[config.mk]
export PLATFORM = sky130hd
export DESIGN_NAME = uart_tx_serial_flat
export DESIGN_NICKNAME = d
export VERILOG_FILES = /design/src/rtl/uart_tx_serial_if.sv /design/src/rtl/uart_tx_serial.sv /design/src/flat_wrapper.sv
export SDC_FILE = /design/constraint.sdc
export NUM_CORES = 1
export LEC_CHECK = 0
export ABC_AREA = 1
export BUFFER_PORTS_ARGS = -buffer_cell sky130_fd_sc_hd__buf_2
export CORE_UTILIZATION = 62
export DETAILED_ROUTE_END_ITERATION = 12
export PLACE_DENSITY = 0.78
export SLEW_MARGIN = 20
export SYNTH_ARGS = -nofsm -noshare
export SYNTH_HDL_FRONTEND = slang
export SYNTH_SLANG_ARGS = --single-unit
[constraint.sdc]
create_clock -name clk -period 3.5 [get_ports clk]
set_input_delay 0.525 -clock clk [delete_from_list [all_inputs] [get_ports clk]]
set_output_delay 0.525 -clock clk [all_outputs]
set_load 0.1 [all_outputs]
[src/rtl/uart_tx_serial_if.sv]
// WR/TBE byte handshake, overwrite-error flag and serial-line status of uart_tx_serial.
// The byte source drives through the master modport; the transmitter uses slave.
interface uart_tx_serial_if;
  logic [7:0] DBIN;
  logic       WR;
  logic       CLR_OE;
  logic       TXD;
  logic       TBE;
  logic       BUSY;
  logic       OE;

  modport master (
    output DBIN,
    output WR,
    output CLR_OE,
    input  TXD,
    input  TBE,
    input  BUSY,
    input  OE
  );

  modport slave (
    input  DBIN,
    input  WR,
    input  CLR_OE,
    output TXD,
    output TBE,
    output BUSY,
    output OE
  );
endinterface

[src/rtl/uart_tx_serial.sv]
// UART transmitter: one-byte holding register, LSB-first framing with 1 or 2 stop bits.
// Define UART_TX_PARITY_EN to insert an odd-parity bit after data bit 7 (8-O-1 framing).
module uart_tx_serial #(
  parameter int CLK_FREQ  = 50_000_000,
  parameter int BAUD      = 9600,
  parameter int STOP_BITS = 1
) (
  input  logic             clk,
  input  logic             RST_n,
  uart_tx_serial_if.slave  bus
);

  localparam int              DIVISOR   = CLK_FREQ / BAUD;
  localparam int              CNT_W     = (DIVISOR > 1) ? $clog2(DIVISOR) : 1;
  localparam logic [CNT_W-1:0] CNT_MAX  = CNT_W'(DIVISOR - 1);
  localparam logic            STOP_LAST = (STOP_BITS == 2) ? 1'b1 : 1'b0;

`ifdef UART_TX_PARITY_EN
  typedef enum logic [2:0] {
    S_IDLE   = 3'd0,
    S_START  = 3'd1,
    S_DATA   = 3'd2,
    S_PARITY = 3'd3,
    S_STOP   = 3'd4
  } state_e;

  function automatic logic odd_parity(input logic [7:0] data);
    return ~^data;
  endfunction
`else
  typedef enum logic [2:0] {
    S_IDLE  = 3'd0,
    S_START = 3'd1,
    S_DATA  = 3'd2,
    S_STOP  = 3'd4
  } state_e;
`endif

  state_e           state_q,     state_d;
  logic [CNT_W-1:0] cnt_q,       cnt_d;
  logic [7:0]       hold_q,      hold_d;
  logic             hold_full_q, hold_full_d;
  logic [7:0]       shift_q,     shift_d;
  logic [2:0]       bit_idx_q,   bit_idx_d;
  logic             stop_idx_q,  stop_idx_d;
  logic             txd_q,       txd_d;
  logic             busy_q,      busy_d;
  logic             oe_q,        oe_d;
`ifdef UART_TX_PARITY_EN
  logic             parity_q,    parity_d;
`endif

  logic             bit_end_s;
  logic             load_s;

  assign bit_end_s = (cnt_q == CNT_MAX);

  // Next-state, line and handshake logic
  always_comb begin
    state_d     = state_q;
    cnt_d       = cnt_q;
    hold_d      = hold_q;
    hold_full_d = hold_full_q;
    shift_d     = shift_q;
    bit_idx_d   = bit_idx_q;
    stop_idx_d  = stop_idx_q;
    txd_d       = txd_q;
    busy_d      = busy_q;
    oe_d        = oe_q;
`ifdef UART_TX_PARITY_EN
    parity_d    = parity_q;
`endif
    load_s      = 1'b0;

    case (state_q)
      S_IDLE: begin
        if (hold_full_q) begin
          load_s = 1'b1;
        end else begin
          txd_d  = 1'b1;
          busy_d = 1'b0;
          cnt_d  = '0;
        end
      end
      S_START: begin
        if (bit_end_s) begin
          state_d   = S_DATA;
          cnt_d     = '0;
          bit_idx_d = 3'd0;
          txd_d     = shift_q[0];
          shift_d   = {1'b0, shift_q[7:1]};
        end else begin
          cnt_d = cnt_q + 1'b1;
        end
      end
      S_DATA: begin
        if (bit_end_s) begin
          cnt_d = '0;
          if (bit_idx_q == 3'd7) begin
`ifdef UART_TX_PARITY_EN
            state_d = S_PARITY;
            txd_d   = parity_q;
`else
            state_d    = S_STOP;
            stop_idx_d = 1'b0;
            txd_d      = 1'b1;
`endif
          end else begin
            bit_idx_d = bit_idx_q + 3'd1;
            txd_d     = shift_q[0];
            shift_d   = {1'b0, shift_q[7:1]};
          end
        end else begin
          cnt_d = cnt_q + 1'b1;
        end
      end
`ifdef UART_TX_PARITY_EN
      S_PARITY: begin
        if (bit_end_s) begin
          state_d    = S_STOP;
          stop_idx_d = 1'b0;
          txd_d      = 1'b1;
          cnt_d      = '0;
        end else begin
          cnt_d = cnt_q + 1'b1;
        end
      end
`endif
      S_STOP: begin
        if (bit_end_s) begin
          cnt_d = '0;
          if (stop_idx_q == STOP_LAST) begin
            // A queued byte starts its frame with no idle gap
            if (hold_full_q) begin
              load_s = 1'b1;
            end else begin
              state_d = S_IDLE;
              busy_d  = 1'b0;
              txd_d   = 1'b1;
            end
          end else begin
            stop_idx_d = stop_idx_q + 1'b1;
            txd_d      = 1'b1;
          end
        end else begin
          cnt_d = cnt_q + 1'b1;
        end
      end
      default: begin
        state_d = S_IDLE;
        cnt_d   = '0;
        txd_d   = 1'b1;
        busy_d  = 1'b0;
      end
    endcase

    if (load_s) begin
      state_d     = S_START;
      cnt_d       = '0;
      shift_d     = hold_q;
      hold_full_d = 1'b0;
      txd_d       = 1'b0;
      busy_d      = 1'b1;
`ifdef UART_TX_PARITY_EN
      parity_d    = odd_parity(hold_q);
`endif
    end else begin
      hold_full_d = hold_full_d;
    end

    // load_s needs hold_full_q, so it never coincides with an accepted write
    if (bus.WR && !hold_full_q) begin
      hold_d      = bus.DBIN;
      hold_full_d = 1'b1;
    end else begin
      hold_d = hold_d;
    end

    // Set has priority over clear
    if (bus.WR && hold_full_q) begin
      oe_d = 1'b1;
    end else if (bus.CLR_OE) begin
      oe_d = 1'b0;
    end else begin
      oe_d = oe_q;
    end
  end

  // State and datapath registers
  always_ff @(posedge clk or negedge RST_n) begin
    if (!RST_n) begin
      state_q     <= S_IDLE;
      cnt_q       <= '0;
      hold_q      <= 8'h00;
      hold_full_q <= 1'b0;
      shift_q     <= 8'h00;
      bit_idx_q   <= 3'd0;
      stop_idx_q  <= 1'b0;
      txd_q       <= 1'b1;
      busy_q      <= 1'b0;
      oe_q        <= 1'b0;
`ifdef UART_TX_PARITY_EN
      parity_q    <= 1'b0;
`endif
    end else begin
      state_q     <= state_d;
      cnt_q       <= cnt_d;
      hold_q      <= hold_d;
      hold_full_q <= hold_full_d;
      shift_q     <= shift_d;
      bit_idx_q   <= bit_idx_d;
      stop_idx_q  <= stop_idx_d;
      txd_q       <= txd_d;
      busy_q      <= busy_d;
      oe_q        <= oe_d;
`ifdef UART_TX_PARITY_EN
      parity_q    <= parity_d;
`endif
    end
  end

  assign bus.TXD  = txd_q;
  assign bus.TBE  = ~hold_full_q;
  assign bus.BUSY = busy_q;
  assign bus.OE   = oe_q;

endmodule
[src/flat_wrapper.sv]
// flat-port wrapper written by rule: the top's interface ports become plain ports
module uart_tx_serial_flat 
#(
  parameter int CLK_FREQ  = 50_000_000,
  parameter int BAUD      = 9600,
  parameter int STOP_BITS = 1
)
  (clk, RST_n, bus_DBIN, bus_WR, bus_CLR_OE, bus_TXD, bus_TBE, bus_BUSY, bus_OE);
  uart_tx_serial_if bus_i ();
  input  logic clk;
  input  logic RST_n;
  input wire logic [$bits(bus_i.DBIN)-1:0] bus_DBIN;
  input wire logic [$bits(bus_i.WR)-1:0] bus_WR;
  input wire logic [$bits(bus_i.CLR_OE)-1:0] bus_CLR_OE;
  output wire logic [$bits(bus_i.TXD)-1:0] bus_TXD;
  output wire logic [$bits(bus_i.TBE)-1:0] bus_TBE;
  output wire logic [$bits(bus_i.BUSY)-1:0] bus_BUSY;
  output wire logic [$bits(bus_i.OE)-1:0] bus_OE;
  assign bus_i.DBIN = bus_DBIN;
  assign bus_i.WR = bus_WR;
  assign bus_i.CLR_OE = bus_CLR_OE;
  assign bus_TXD = bus_i.TXD;
  assign bus_TBE = bus_i.TBE;
  assign bus_BUSY = bus_i.BUSY;
  assign bus_OE = bus_i.OE;
  uart_tx_serial #(.CLK_FREQ(CLK_FREQ), .BAUD(BAUD), .STOP_BITS(STOP_BITS)) u_core (.clk(clk), .RST_n(RST_n), .bus(bus_i));
endmodule
==> results.py, run 1 <==
metrics = {
    "die": {
        "core-area_mm2": 0.00285,
        "dieHeight_um": 57.9,
        "placementRows": 19,
        "die-width_um": 57.9,
        "pin_count": 16,
        "die_area_mm2": 0.00335,
        "start_util_pct": 67.9,
    },
    "critical_path": {
        "startpoint_type": "flip-flop",
        "required_ns": 2.97,
        "r2r-end": "u_core.shift_q[7]$_DFFE_PN0P_",
        "reg2regPathDepth": 10,
        "critPathArrivalTime_ns": 1.36,
        "critPathKind": "reg2out",
        "setup.worst_path.end_class": "output port",
        "r2r_start": "u_core.cnt_q[0]$_DFFE_PN0P_",
        "crit_fanout": 4,
        "ff2ff_setup_slack_ns": 1.73,
    },
    "clock_tree": {
        "cts_tree": "done",
        "clkSinkCount": 39,
        "cts_resized": 0,
        "h-tree-depth": 2,
        "cts-root-buf": "clkbuf_4",
        "cts_hold_buf": 0,
        "cts-buffers-inserted": 5,
        "clk_latency_ns": 0.35,
        "cts_setup_buffers": 0,
        "clockBufferDepth": 2,
        "path_clk_slew_ns": 0.12,
    },
    "detailed_routing": {
        "vias_per_cell": 5.46,
        "drcViolationCount": 1,
        "vias": 1530,
        "ant_nets": 0,
        "firstDrtPassIters": 9,
        "detail_route.iter0.violations": 54,
        "wl_um": 3420,
        "wl_per_cell_um": 12.2,
    },
    "place": {
        "place_congestion": 0.823,
        "hpwl_um": 2540,
        "place_ws_ns": 1.80,
        "portBuffers": 15,
        "post_dp_cell_area_mm2": 0.00204,
    },
    "sta": {
        "setup_tns_ns": 0,
        "fin_crit_ns": 1.88,
        "hold_viol_final": 0,
        "post-route-period-util_pct": 53.8,
        "setup_ws_ns": 1.62,
        "drv_slew": 0,
        "fin_hold_ws_ns": 0.251,
        "finalSetupViolations": 0,
        "fin_worst_skew_ns": 0.00962,
        "max_freq_mhz": 531,
        "timing.slew.headroom_pct": 45.7,
        "rsz0062_at_grt": "false",
        "worstMarginPinSlew_ns": 0.815,
    },
    "global_routing": {
        "overflow": 0,
        "grt_antenna_before_repair": 0,
        "grt_pass1_wl_um": 6270,
        "grt_use_total_pct": 24.7,
        "grt_max_degree": 40,
        "first_global_vias": 1459,
    },
    "logic_synthesis": {
        "yosysUniqueCellTypes": 26,
        "synth_top_area_share_pct": 49.1,
        "synth_warnings": 0,
        "syn-cell-area_mm2": 0.00194,
        "synth.area.top_cells": "dfrtp_1 49%, nand2_1 15%, nand3_1 5.7%",
        "ys_ff_latch": 39,
        "yosysSeqAreaShare_pct": 50.4,
        "avgSynthCellArea_um2": 8.50,
        "postSynthNetCount": 243,
        "synthCells": 228,
        "synth_largest_area_cell": "dfrtp_1",
    },
    "finish": {
        "final_cell_mix": "76 x nand2_1, 38 x dfrtp_1, 22 x nand3_1",
        "drive_gt1_share_pct": 21.7,
        "syn_to_final_growth_pct": 9.55,
        "antenna_cells": 0,
        "fillers": 212,
        "final_common_cell": "nand2_1",
        "fin_nets": 263,
        "final_cell_area_mm2": 0.00212,
    },
    "pwr": {
        "power_density_mw_per_mm2": 385,
        "power_mw": 0.818,
        "power_leakage_nw": 1.13,
        "ir_drop_mv": 0.358,
    },
    "status": {
        "violations": "DRC",
        "status": "finished with violations",
    },
    "flow_run": {
        "maxCapViolCount": 0,
    },
    "min_path": {
        "min_path_type": "in2async",
    },
}
[per-stage QoR]
step | utilization, % | cells
6_report | 74.4 | 280
5_1_grt | 74.4 | 280
4_1_cts | 74.4 | 280
3_5_place_dp | 71.4 | 272
3_3_place_gp | 71.4 | 272
2_1_floorplan | - | 228
[flip-flops by register name (all words and copies together) (netlist names)]
register	count
u_core.hold_full_q	1
u_core.bus.OE	1
u_core.bus.TXD	1
u_core.bus.BUSY	1
u_core.cnt_q	13
u_core.bit_idx_q	3
u_core.state_q	3
u_core.hold_q	8
u_core.shift_q	8
[how the worst max path moves through the flow]
stage / start / slack (ns) / endpoint / cells past startpoint
global placement: u_core.cnt_q[0]$_DFFE_PN0P_ / 1.84 / u_core.shift_q[3]$_DFFE_PN0P_ / 10
floorplan: u_core.hold_full_q$_DFFE_PN0P_ / 1.64 / u_core.hold_q[0]$_DFFE_PN0P_ / 3
finish: u_core.hold_full_q$_DFFE_PN0P_ / 1.62 / bus_TBE / 2
CTS: u_core.hold_full_q$_DFFE_PN0P_ / 1.62 / bus_TBE / 2
detailed placement: u_core.cnt_q[0]$_DFFE_PN0P_ / 1.80 / u_core.shift_q[4]$_DFFE_PN0P_ / 10
global route: u_core.cnt_q[0]$_DFFE_PN0P_ / 1.56 / u_core.shift_q[0]$_DFFE_PN0P_ / 10
[routing by layer]
metal	global-route usage [%]	up-vias	wire length [um]
met5	0	-	0
met4	6.12	0	40
met3	6.92	5	184
met2	39.2	47	1560
met1	33.7	721	1640
li1	-	757	-
[worst max-delay path, cell delays in order (launching register included)]
cell and delay, ns:
dfrtp_1 0.43, inv_1 0.13, buf_2 0.44
[logic make-up (layout without fill, tap and decap cells)]
family                     after synthesis  after routing  synth area share, %
adders and majority gates                3              3                 1.94
and+or+nand+nor                        131            131                 29.7
xor gates and xnor gates                 9              9                 4.07
buffers and inverters                   28             49                 5.81
muxes                                    8              8                 4.65
DFF                                     39             39                 50.4
AOI/OAI and AO/OA                       10             10                 3.42
[area by class of cell]
type / instances / area (um2) / share of cell area, %
multi-input cells: 161 / 848 / 40.0
clock inverters: 2 / 35.0 / 1.65
flip-flops and latches: 39 / 977 / 46.0
repair buffers: 15 / 75.1 / 3.54
well taps: 31 / 38.8 / 1.83
inverters: 26 / 97.6 / 4.60
clock buffers: 6 / 51.3 / 2.42
[cell usage after synthesis, drive strengths merged]
| library cell | n |
|---|---|
| a21oi | 3 |
| and3 | 1 |
| buf | 1 |
| clkbuf | 1 |
| dfrtp | 38 |
| dfstp | 1 |
| ha | 3 |
| inv | 26 |
| mux2 | 8 |
| nand2 | 81 |
| nand3 | 23 |
| nor2 | 20 |
| nor3 | 4 |
| nor4 | 1 |
| o21ai | 6 |
| o22ai | 1 |
| or2 | 1 |
| xor2 | 9 |
[where the power goes]
part	leakage (nW)	internal (mW)	switching, mW
clock	0.0482	0.169	0.149
sequential	0.500	0.462	0.00678
combinational	0.584	0.0128	0.0190
total	1.13	0.644	0.175
Power figures use the tool's default switching activity.
==> run 2, diff against run 1 <==
--- a/config.mk
+++ b/config.mk
@@ -5,11 +5,11 @@
 export SDC_FILE = /design/constraint.sdc
 export NUM_CORES = 1
 export LEC_CHECK = 0
-export ABC_AREA = 1
+export ABC_AREA = 0
 export BUFFER_PORTS_ARGS = -buffer_cell sky130_fd_sc_hd__buf_2
-export CORE_UTILIZATION = 62
+export CORE_UTILIZATION = 58
 export DETAILED_ROUTE_END_ITERATION = 12
-export PLACE_DENSITY = 0.78
+export PLACE_DENSITY = 0.74
 export SLEW_MARGIN = 20
 export SYNTH_ARGS = -nofsm -noshare
 export SYNTH_HDL_FRONTEND = slang
==> constraint.sdc (replaced) <==
create_clock -name clk -period 1.9 [get_ports clk]
set_input_delay 0.285 -clock clk [delete_from_list [all_inputs] [get_ports clk]]
set_output_delay 0.285 -clock clk [all_outputs]
set_load 0.1 [all_outputs]
==> run 2 against run 1 <==
  * The flow finishes with violations (setup timing)
  * Core utilization grew 2.0 points
  * Sequential cell count is the same
  * Sequential share of layout area shrank 4.1 points
  * Power grew to 4.5 times the previous value
  * Setup slack lost 1.7 ns
  * Critical path depth grew 6
  * Critical endpoint is now u_core.shift_q[6]$_DFFE_PN0P_
  * Largest power group is now combinational logic
==> results.py, run 2 <==
metrics = {
    "critical_path": {
        "required_ns": 2.13,
        "startpoint_type": "flip-flop",
        "r2r_start": "u_core.bit_idx_q[1]$_DFFE_PN0P_",
        "cp_slowest_stage_delay_ns": 0.40,
        "critPathKind": "reg2reg",
        "path_cells": "ha_2 -> ha_4 -> or3b_4 -> a21o_1 -> buf_12 -> buf_4 -> o22ai_1 -> a2bb2oi_2",
        "crit_fanout": 8,
        "path_buf_inv": 2,
        "crit_start": "u_core.bit_idx_q[1]$_DFFE_PN0P_",
        "setup.worst_path.end_class": "flip-flop",
        "reg2regPathDepth": 8,
        "ff2ff_setup_slack_ns": -0.11,
        "critPathArrivalTime_ns": 2.24,
        "cp_slowest_cell": "dfrtp_1",
        "r2r-end": "u_core.shift_q[6]$_DFFE_PN0P_",
        "cp-endpoint": "u_core.shift_q[6]$_DFFE_PN0P_",
        "cp_top_family": "compound AO/OA/AOI/OAI gates",
        "crit_cells": 8,
    },
    "global_routing": {
        "grt_pass1_wl_um": 5920,
        "use_met1_pct": 29.3,
        "grt_use_total_pct": 23.2,
        "overflow": 0,
        "use_met2_pct": 37.9,
        "first_global_vias": 1346,
        "grt_busiest_layer": "met2",
        "use_met3_pct": 6.37,
        "grt_antenna_before_repair": 0,
        "grt_max_degree": 40,
    },
    "finish": {
        "top_register": "u_core.cnt_q",
        "reg_top3": "u_core.cnt_q: 13 flops, u_core.hold_q: 8 flops, u_core.shift_q: 8 flops",
        "syn_to_final_growth_pct": 25.4,
        "largest_register_ffs": 13,
        "antenna_cells": 0,
        "final_common_cell": "dfrtp_1",
        "fin_nets": 226,
        "final_cell_mix": "38 x dfrtp_1, 22 x nor2_1, 20 x buf_4",
        "drive_gt1_share_pct": 34.0,
    },
    "logic_synthesis": {
        "synth_largest_area_cell": "dfrtp_1",
        "synth.most_common_cell": "dfrtp_1",
        "synth_warnings": 0,
        "avgSynthCellArea_um2": 10.9,
        "ys.flop_type": "dfrtp_1",
        "ys_ff_latch": 39,
        "synth-async-reset-ratio_pct": 100,
        "synth.area.top_cells": "dfrtp_1 51%, mux2_2 4.8%, nor2_1 4.4%",
        "yosysSeqAreaShare_pct": 52.5,
        "syn-cell-area_mm2": 0.00186,
        "yosysUniqueCellTypes": 43,
        "synth_top_area_share_pct": 51.1,
        "postSynthNetCount": 186,
        "synth_common_cells": "38 x dfrtp_1, 22 x nor2_1, 9 x inv_1, 9 x nand2_1, 9 x xnor2_1",
        "synthCells": 171,
        "synth_edf_count": 0,
    },
    "detailed_routing": {
        "ant_nets": 0,
        "vias_per_cell": 5.55,
        "wl_per_cell_um": 13.8,
        "wl_um": 3540,
        "firstDrtPassIters": 5,
        "drcViolationCount": 0,
        "detail_route.iter0.violations": 65,
        "vias": 1421,
    },
    "sta": {
        "post-route-period-util_pct": 106,
        "fin_hold_ws_ns": 0.116,
        "timing.slew.headroom_pct": 67.8,
        "fin_worst_skew_ns": 0.00815,
        "drv_slew": 0,
        "hold_viol_final": 0,
        "setup_ws_ns": -0.107,
        "rsz0062_at_grt": "true",
        "fin_crit_ns": 2.01,
        "worstMarginPinSlew_ns": 0.486,
        "max_freq_mhz": 498,
        "finalSetupViolations": 10,
    },
    "clock_tree": {
        "h-tree-depth": 2,
        "clk_latency_ns": 0.34,
        "clkSinkCount": 39,
        "cts-buffers-inserted": 5,
        "clockBufferDepth": 2,
        "cts-root-buf": "clkbuf_4",
        "path_clk_slew_ns": 0.11,
        "cts_tree": "done",
    },
    "pwr": {
        "power_leakage_nw": 1.04,
        "ir_drop_mv": 1.04,
        "power_density_mw_per_mm2": 1600,
    },
    "place": {
        "place_ws_ns": -0.0771,
        "portBuffers": 15,
        "hpwl_um": 2520,
        "place_congestion": 0.787,
    },
    "die": {
        "pin_count": 16,
        "dieHeight_um": 58.6,
        "core-area_mm2": 0.00305,
        "die-width_um": 58.6,
        "die_area_mm2": 0.00344,
        "placementRows": 20,
        "start_util_pct": 60.9,
    },
    "flow_run": {
        "maxCapViolCount": 0,
    },
    "status": {
        "violations": "setup timing",
        "status": "finished with violations",
    },
    "min_path": {
        "min_path_type": "in2reg",
    },
}
[run 2: cell types whose count changed in the layout (fill, tap and decap cells not counted), sizes merged, moves of 6 or more]
cell and change:
nand2 -72, buf +23, xnor2 +9, o22ai +6, xor2 -6, nand3 -17
inv -17, a2bb2oi +6
[run 2: cells by family after synthesis]
kind of cell,count (synthesis),share of synthesized area [%]
buffers and inverters,15,3.09
AO/OA/AOI/OAI,35,14.5
multiplexers,10,6.19
adder cells (fa/ha/maj),3,2.02
AND/OR/NAND/NOR,57,16.0
XOR/XNOR,12,5.65
flip-flops,39,52.5
[run 2: layer usage]
layer  routed length (um)  vias to the layer above
met4                   53                        0
li1                     -                      686
met2                 1750                       23
met5                    0                        -
met3                   88                        7
met1                 1640                      705
[run 2: worst min-delay path by stage]
stage | start | end | depth (start not counted)
floorplan | RST_n | u_core.bit_idx_q[0]$_DFFE_PN0P_ | 0
global placement | RST_n | u_core.bit_idx_q[2]$_DFFE_PN0P_ | 2
detailed placement | RST_n | u_core.bit_idx_q[2]$_DFFE_PN0P_ | 2
CTS | bus_CLR_OE | u_core.bus.OE$_DFFE_PN0P_ | 2
global route | bus_CLR_OE | u_core.bus.OE$_DFFE_PN0P_ | 2
finish | bus_CLR_OE | u_core.bus.OE$_DFFE_PN0P_ | 2
[run 2: per-stage QoR]
stage | cell area [um2] | std cells | power, mW | util, % | setup TNS [ns]
after floorplan | 1890 | 171 | 2.46 | - | -0.0526
after global placement | 2170 | 244 | 2.89 | 71.0 | -0.0290
after detailed placement | 2170 | 244 | 2.95 | 71.0 | -0.458
after CTS | 2260 | 253 | 3.47 | 74.0 | -0.538
after global routing | 2330 | 256 | 3.92 | 76.4 | -1.12
final | 2330 | 256 | 3.72 | 76.4 | -0.596
[run 2: cell type report]
cell class / instances / area (um2)
tap: 44 / 55.1
clock buffer: 8 / 68.8
multi-input combinational: 117 / 902
sequential: 39 / 977
inverter: 9 / 33.8
timing repair buffer: 39 / 295
fill: 209 / 721
[run 2: where the power goes]
group	total, mW	leakage (nW)	internal (mW)	switching (mW)
registers	1.31	0.487	1.11	0.209
logic	1.93	0.510	0.931	1.00
clock network	0.475	0.0386	0.218	0.257
[run 2: repair_timing]
item                       CTS  global route
setup endpoints to repair    9            15
hold endpoints to repair    38             0
setup buffers                0             3
resized for setup            2             8
hold buffers                 1             0
pin swaps                    2             1
